## src/rtl/acc_pkg.sv

```systemverilog
// Shared types for the accumulator / serial shifter block.
package acc_pkg;

    typedef enum logic [1:0] {
        ACC_LSL = 2'b00,
        ACC_LSR = 2'b01,
        ACC_ASR = 2'b10,
        ACC_ROR = 2'b11
    } acc_shift_op_e;

    typedef enum logic {
        ACC_IDLE  = 1'b0,
        ACC_SHIFT = 1'b1
    } acc_state_e;

endpackage

```

## src/rtl/acc_shift_step.sv

```systemverilog
// Combinational single-bit shifter; carry_o is the bit that leaves the word.
module acc_shift_step
    import acc_pkg::*;
#(
    parameter int WIDTH = 16
) (
    input  logic [WIDTH-1:0] value_i,
    input  acc_shift_op_e    op_i,
    output logic [WIDTH-1:0] value_o,
    output logic             carry_o
);

    always_comb begin
        value_o = value_i;
        carry_o = value_i[0];
        unique case (op_i)
            ACC_LSL: begin
                value_o = {value_i[WIDTH-2:0], 1'b0};
                carry_o = value_i[WIDTH-1];
            end
            ACC_LSR: value_o = {1'b0, value_i[WIDTH-1:1]};
            ACC_ASR: value_o = {value_i[WIDTH-1], value_i[WIDTH-1:1]};
            ACC_ROR: value_o = {value_i[0], value_i[WIDTH-1:1]};
            default: value_o = value_i;
        endcase
    end

endmodule

```

## src/rtl/acc_shift_reg.sv

```systemverilog
// Accumulator register with a one-bit-per-clock serial shifter, start/busy/done
// handshake, registered read port and zero/negative/carry flags.
//
//   state     | meaning
//   ACC_IDLE  | accepts loads and shift starts; zero-amount shifts complete here
//   ACC_SHIFT | one shift step per edge until cnt reaches 1; loads/starts dropped
module acc_shift_reg
    import acc_pkg::*;
#(
    parameter int WIDTH   = 16,
    parameter int SHAMT_W = $clog2(WIDTH)
) (
    input  logic               acc_clk,
    input  logic               acc_rst,
    input  logic [WIDTH-1:0]   acc_in,
    input  logic               acc_wr_en,
    input  logic               acc_rd_en,
    input  logic               acc_shift_start,
    input  logic [1:0]         acc_shift_op,
    input  logic [SHAMT_W-1:0] acc_shift_amt,
    output logic [WIDTH-1:0]   acc_out,
    output logic               acc_busy,
    output logic               acc_done,
    output logic               acc_zero,
    output logic               acc_neg,
    output logic               acc_carry
);

    acc_state_e         state_q, state_d;
    logic [SHAMT_W-1:0] cnt_q, cnt_d;
    acc_shift_op_e      op_q, op_d;
    logic [WIDTH-1:0]   acc_q, acc_d;
    logic [WIDTH-1:0]   out_q, out_d;
    logic               carry_q, carry_d;
    logic               done_q, done_d;

    logic [WIDTH-1:0]   step_value;
    logic               step_carry;

    acc_shift_step #(.WIDTH(WIDTH)) u_step (
        .value_i (acc_q),
        .op_i    (op_q),
        .value_o (step_value),
        .carry_o (step_carry)
    );

    always_comb begin
        state_d = state_q;
        cnt_d   = cnt_q;
        op_d    = op_q;
        acc_d   = acc_q;
        carry_d = carry_q;
        done_d  = 1'b0;
        out_d   = acc_rd_en ? acc_q : out_q;

        unique case (state_q)
            ACC_IDLE: begin
                if (acc_wr_en) begin
                    acc_d   = acc_in;
                    carry_d = 1'b0;
                end else if (acc_shift_start) begin
                    op_d = acc_shift_op_e'(acc_shift_op);
                    if (acc_shift_amt == '0) begin
                        done_d = 1'b1;
                    end else begin
                        cnt_d   = acc_shift_amt;
                        state_d = ACC_SHIFT;
                    end
                end
            end
            ACC_SHIFT: begin
                acc_d   = step_value;
                carry_d = step_carry;
                cnt_d   = cnt_q - SHAMT_W'(1);
                if (cnt_q == SHAMT_W'(1)) begin
                    state_d = ACC_IDLE;
                    done_d  = 1'b1;
                end
            end
            default: state_d = ACC_IDLE;
        endcase
    end

    always_ff @(posedge acc_clk or posedge acc_rst) begin
        if (acc_rst) begin
            state_q <= ACC_IDLE;
            cnt_q   <= '0;
            op_q    <= ACC_LSL;
            acc_q   <= '0;
            out_q   <= '0;
            carry_q <= 1'b0;
            done_q  <= 1'b0;
        end else begin
            state_q <= state_d;
            cnt_q   <= cnt_d;
            op_q    <= op_d;
            acc_q   <= acc_d;
            out_q   <= out_d;
            carry_q <= carry_d;
            done_q  <= done_d;
        end
    end

    assign acc_out   = out_q;
    assign acc_busy  = (state_q == ACC_SHIFT);
    assign acc_done  = done_q;
    assign acc_zero  = (acc_q == '0);
    assign acc_neg   = acc_q[WIDTH-1];
    assign acc_carry = carry_q;

endmodule

```

## config.mk

```make
export PLATFORM = sky130hd
export DESIGN_NAME = acc_shift_reg
export DESIGN_NICKNAME = d
export VERILOG_FILES = /design/src/rtl/acc_pkg.sv /design/src/rtl/acc_shift_step.sv /design/src/rtl/acc_shift_reg.sv
export SDC_FILE = /design/constraint.sdc
export NUM_CORES = 1
export LEC_CHECK = 0
export ABC_AREA = 1
export ABC_CLOCK_PERIOD_IN_PS = 1600
export BUFFER_PORTS_ARGS = -buffer_cell sky130_fd_sc_hd__buf_2
export CAP_MARGIN = 15
export CORE_UTILIZATION = 54
export DETAILED_ROUTE_END_ITERATION = 10
export PLACE_DENSITY = 0.79
export SKIP_LAST_GASP = 1
export SYNTH_ARGS = -nofsm -noshare
export SYNTH_HDL_FRONTEND = slang
export SYNTH_SLANG_ARGS = --single-unit
```

## constraint.sdc

```tcl
create_clock -name acc_clk -period 1.6 [get_ports acc_clk]
set_input_delay 0.32 -clock acc_clk [delete_from_list [all_inputs] [get_ports acc_clk]]
set_output_delay 0.32 -clock acc_clk [all_outputs]
set_load 0.01 [all_outputs]
```

* Yosys cells after proc, flatten, opt, wreduce, memory -nomap -nowiden
Cells that the tools add are included.
** Storage, ports and cells
- Logic and storage cells :: 46
- Input bits :: 27
- Output and inout bits :: 21
- Register bits :: 41
** Operators by class
- Equality and inequality tests :: 9
- Mux-type cells :: 20
- Add/sub/neg operators :: 1
- Bitwise operators :: 2
- Reduce and logical (&&, ||, !) cells :: 6
** Operator list (number)
- one-hot mux 16 bit (4 select lines) :: 1
- one-hot mux 16 bit (2 select lines) :: 1
- logical NOT 16 bit :: 1
- 2-to-1 mux 16 bit :: 1
- 2-to-1 mux 4 bit :: 3
- 2-to-1 mux 1 bit :: 10
- != test 2 bit, second input constant :: 5
- one-hot mux 4 bit (2 select lines) :: 1
- one-hot mux 1 bit (2 select lines) :: 3
- AND reduction 3 bit :: 2
- equality test 2 bit, second input constant :: 2
- equality test 4 x 1 -> 1 bit, second input constant :: 1
- logical NOT 4 bit :: 1
- subtractor 4 x 1 -> 4 bit, second input constant :: 1
- equality test 2 x 1 -> 1 bit, second input constant :: 1
- logical NOT 2 bit :: 1
- NOT 1 bit :: 2
- AND reduction 2 bit :: 1

* Logic depth before layout (Yosys ltp)
- Depth after elaboration :: 5
- Depth in mapped cells :: 6
- Mapped depth without buffers :: 5

* Cells and area by module
A second synthesis with hierarchy kept.
** Unflattened totals
- Cell total of the unflattened synthesis :: 257
- Area total of the unflattened synthesis :: 2124.5 um^2
** Modules (own cells, without submodules)
- acc_shift_reg :: seq. area each 1026.0 um^2, instances 1, area each 1836.8 um^2, cells an instance 199
- acc_shift_step :: seq. area each 0.0 um^2, instances 1, area each 287.8 um^2, cells an instance 58

* Least setup slack after synthesis
OpenSTA, ideal clock, no wires.
- Path kind :: flip-flop to output port
- Start :: reg acc_q[5]
- End :: out acc_zero
- Data arrival time :: 875 ps
- Required time :: 1280 ps
- Path buffers :: 0
- Path slack :: 405 ps
- Cell stages (with the launch flop) :: 6
- Cells stage by stage :: dfrtp_1 inv_1 nand2_1 nor3_1 nand2_1 nor2_1
** Between the ends
- Longest elaborated chain between the ends :: 1
** RTL lines
- start, declared :: RTL line acc_shift_reg.sv:32 : logic [WIDTH-1:0] acc_q, acc_d;
- start signal, assigned :: RTL line acc_shift_reg.sv:89 : acc_q <= '0;
- start signal, assigned :: RTL line acc_shift_reg.sv:97 : acc_q <= acc_d;
- logical NOT 16 bit :: RTL line acc_shift_reg.sv:107 : assign acc_zero = (acc_q == '0);
- end, declared :: RTL line acc_shift_reg.sv:24 : output logic acc_zero,
Every way passes these cells.

* Final worst setup path
- Start :: reg acc_q[0]
- End :: out acc_zero
Same word-level chain as after synthesis.

==> impl_metrics.toml <==
[sta]
fin_ws_ns = -0.0506
fmax_mhz = 606
period_needed_ns = 1.65
post-route-period-util_pct = 103
worstMarginPinSlew_ns = 0.535
maxSlewHeadroom_pct = 64.4
clock_skew_ns = 0.00644
drv_slew = 0
setup_viol = 1
rsz0062_at_grt = "true"
hold_viol = 0

[pwr]
powerDensity_mw_per_mm2 = 2040
p_leak_nw = 1.27
ir_worst_vdd_uv = 1490

[place]
dpl.cell_count = 337
portBuffers = 47
hpwlAfterDp_microns = 3300
place_congestion = 0.800
post_dp_cell_area_sq_mm = 0.00241

[die]
dieArea_sq_mm = 0.00428
die_w_microns = 65.4
initial_utilization_pct = 57.6
dieHeight_microns = 65.4
io_pins = 48
core_sq_mm = 0.00377
num_rows = 22

[routing]
route.top_layer_used = "met4"
dr.pass1.iters = 4
wl_met2_microns = 2180
drt-met1-wl_microns = 2270
avgRoutedWirePerCell_microns = 13.9
via_count = 1904
drt-total-wl_microns = 4800
via_per_inst = 5.50
route.detailed.drc = 0
dr_wl_met3_microns = 275
drtIter0Drc = 99
ant_nets = 0

[finish]
nFillCells = 313
area_growth_pct = 17.5
diodes = 0
nNetsFinal = 326
seqCellArea_sq_mm = 0.00103
multi_input_area_sq_um = 966
drive_above_1_share_pct = 32.9
stdcell_area_sq_mm = 0.00255
instances_no_fill = 346

[logic_synthesis]
yosysUniqueCellTypes = 27
synth-seq-cells = 41
syn-cell-area_sq_mm = 0.00217
yosysSeqAreaShare_pct = 47.2
syn_inst = 250
avgSynthCellArea_sq_um = 8.69
syn-num-nets = 279
yosysWarningCount = 0

[grt]
grt_pass1_vias = 1751
grt_max_degree = 42
overflow = 0
antenna_found_initial = 0
grt_pass1_wl_microns = 8140
grt_util_all_layers_pct = 25.3

[run_status]
status = "complete, but fails checks"
violations = "setup timing"

[cts]
cts_root_buf = "clkbuf_8"
clk_pin_slew_ns = 0.07
clock_latency_ns = 0.29
ctsLongestPathBuffers = 2
clkSinkCount = 41
cts_tree = "yes"
h-tree-depth = 2
numCtsBuffers = 5
postCtsHoldBufs = 0

[setup_path]
cp_data_arrival_time_ns = 1.33
path_max_fanout = 4
cp-end-kind = "output port"
path_class = "flop to output port"
rrSetupSlack_ns = 0.31
crit_path_start_kind = "flop"
crit_required_ns = 1.28

[run]
maxCapViolCount = 0

[hold_path]
hp-class = "input port to async pin"
## critical path, cell delays in order (launching register included)
cell and delay, ns:
dfrtp_1 0.40, inv_2 0.08, nand2_1 0.08, nor3_2 0.13, nand2_1 0.08, nor2_1 0.13, buf_2 0.15
## what timing repair did
action                     in CTS  in global routing
resized for setup              10                  2
buffers inserted                1                  0
setup endpoints to repair       1                  1
## power breakdown
part | internal, mW | switching [mW]
Clock | 0.509 | 0.348
Sequential | 1.51 | 0.351
Combinational | 0.933 | 1.57
Total | 2.95 | 2.26
## final cells by class
cell class | instances | share of cell area (%)
clock inverter | 1 | 1.18
clock buffer | 7 | 3.38
tap | 48 | 2.35
multi-input combinational | 171 | 37.8
inverter | 26 | 3.92
timing repair buffer | 52 | 11.2
sequential | 41 | 40.2
## synth_stat cells (all sizes together)
| cell | number | area, sq um |
|---|---|---|
| xor2 | 1 | 8.76 |
| or2 | 1 | 6.26 |
| o22ai | 1 | 6.26 |
| a21oi | 21 | 105 |
| dfrtp | 41 | 1030 |
| o211ai | 13 | 148 |
| nand3 | 39 | 240 |
| o21ai | 8 | 40.0 |
| nor3 | 4 | 20.0 |
| buf | 11 | 97.6 |
| nor2 | 27 | 133 |
| nand2 | 53 | 206 |
| inv | 26 | 100 |
| clkbuf | 1 | 3.75 |
| ha | 2 | 25.0 |
| nor3b | 1 | 7.51 |
## path summary, 6_finish.rpt
check / depth (start not counted) / end / from
worst max-delay path: 6 / acc_zero / acc_q[0]$_DFFE_PP0P_
worst min-delay path: 3 / acc_out[14]$_DFFE_PP0P_ / acc_rst
worst max register to register: 4 / acc_q[0]$_DFFE_PP0P_ / acc_busy$_DFF_PP0_
worst min register to register: 2 / acc_carry$_DFFE_PP0P_ / acc_carry$_DFFE_PP0P_
max in group asynchronous: 3 / acc_q[1]$_DFFE_PP0P_ / acc_rst
min in group acc_clk: 3 / op_q[1]$_DFFE_PP0P_ / acc_shift_op[1]
## routing by layer
metal  vias up  global-route usage, %
li1        922                      -
met1       907                   35.7
met2        65                   39.6
met3        10                   4.86
met4         0                   7.34
met5         -                      0
## registers in the layout (all words and copies together) (netlist names)
register,flops
acc_done,1
acc_busy,1
op_q,2
cnt_q,4
acc_carry,1
acc_q,16
acc_out,16
## per-stage QoR
stage	power [mW]	hold slack (ns)	util, %	setup slack [ns]	setup TNS [ns]
2_1_floorplan	3.75	0.441	-	0.334	0
4_1_cts	5.19	0.101	67.5	-0.0515	-0.0515
3_3_place_gp	4.18	0.392	63.9	0.242	0
5_1_grt	5.65	0.107	67.7	-0.152	-0.152
6_report	5.21	0.0888	67.7	-0.0506	-0.0506
3_5_place_dp	4.26	0.413	63.9	0.220	0
## cell families (layout without fill, tap and decap cells)
family,after synthesis,count (layout),share of synthesized area (%)
adder cells (fa/ha/maj),2,2,1.15
XOR/XNOR,1,1,0.403
AND/OR/NAND/NOR,125,125,28.2
buffers and inverters,38,86,9.27
AO/OA/AOI/OAI,43,43,13.8
flip-flops,41,41,47.2
## layout by cell type, fill, tap and decap left out, drive strengths merged
cell    count
xor2        1
dfrtp      41
bufinv      1
inv        26
nand3      39
o211ai     13
clkbuf      7
nor3        4
a21oi      21
o21ai       8
buf        52
ha          2
nor2       27
nor3b       1
o22ai       1
or2         1
nand2      53
No activity file was read; power rests on OpenSTA's default activity.
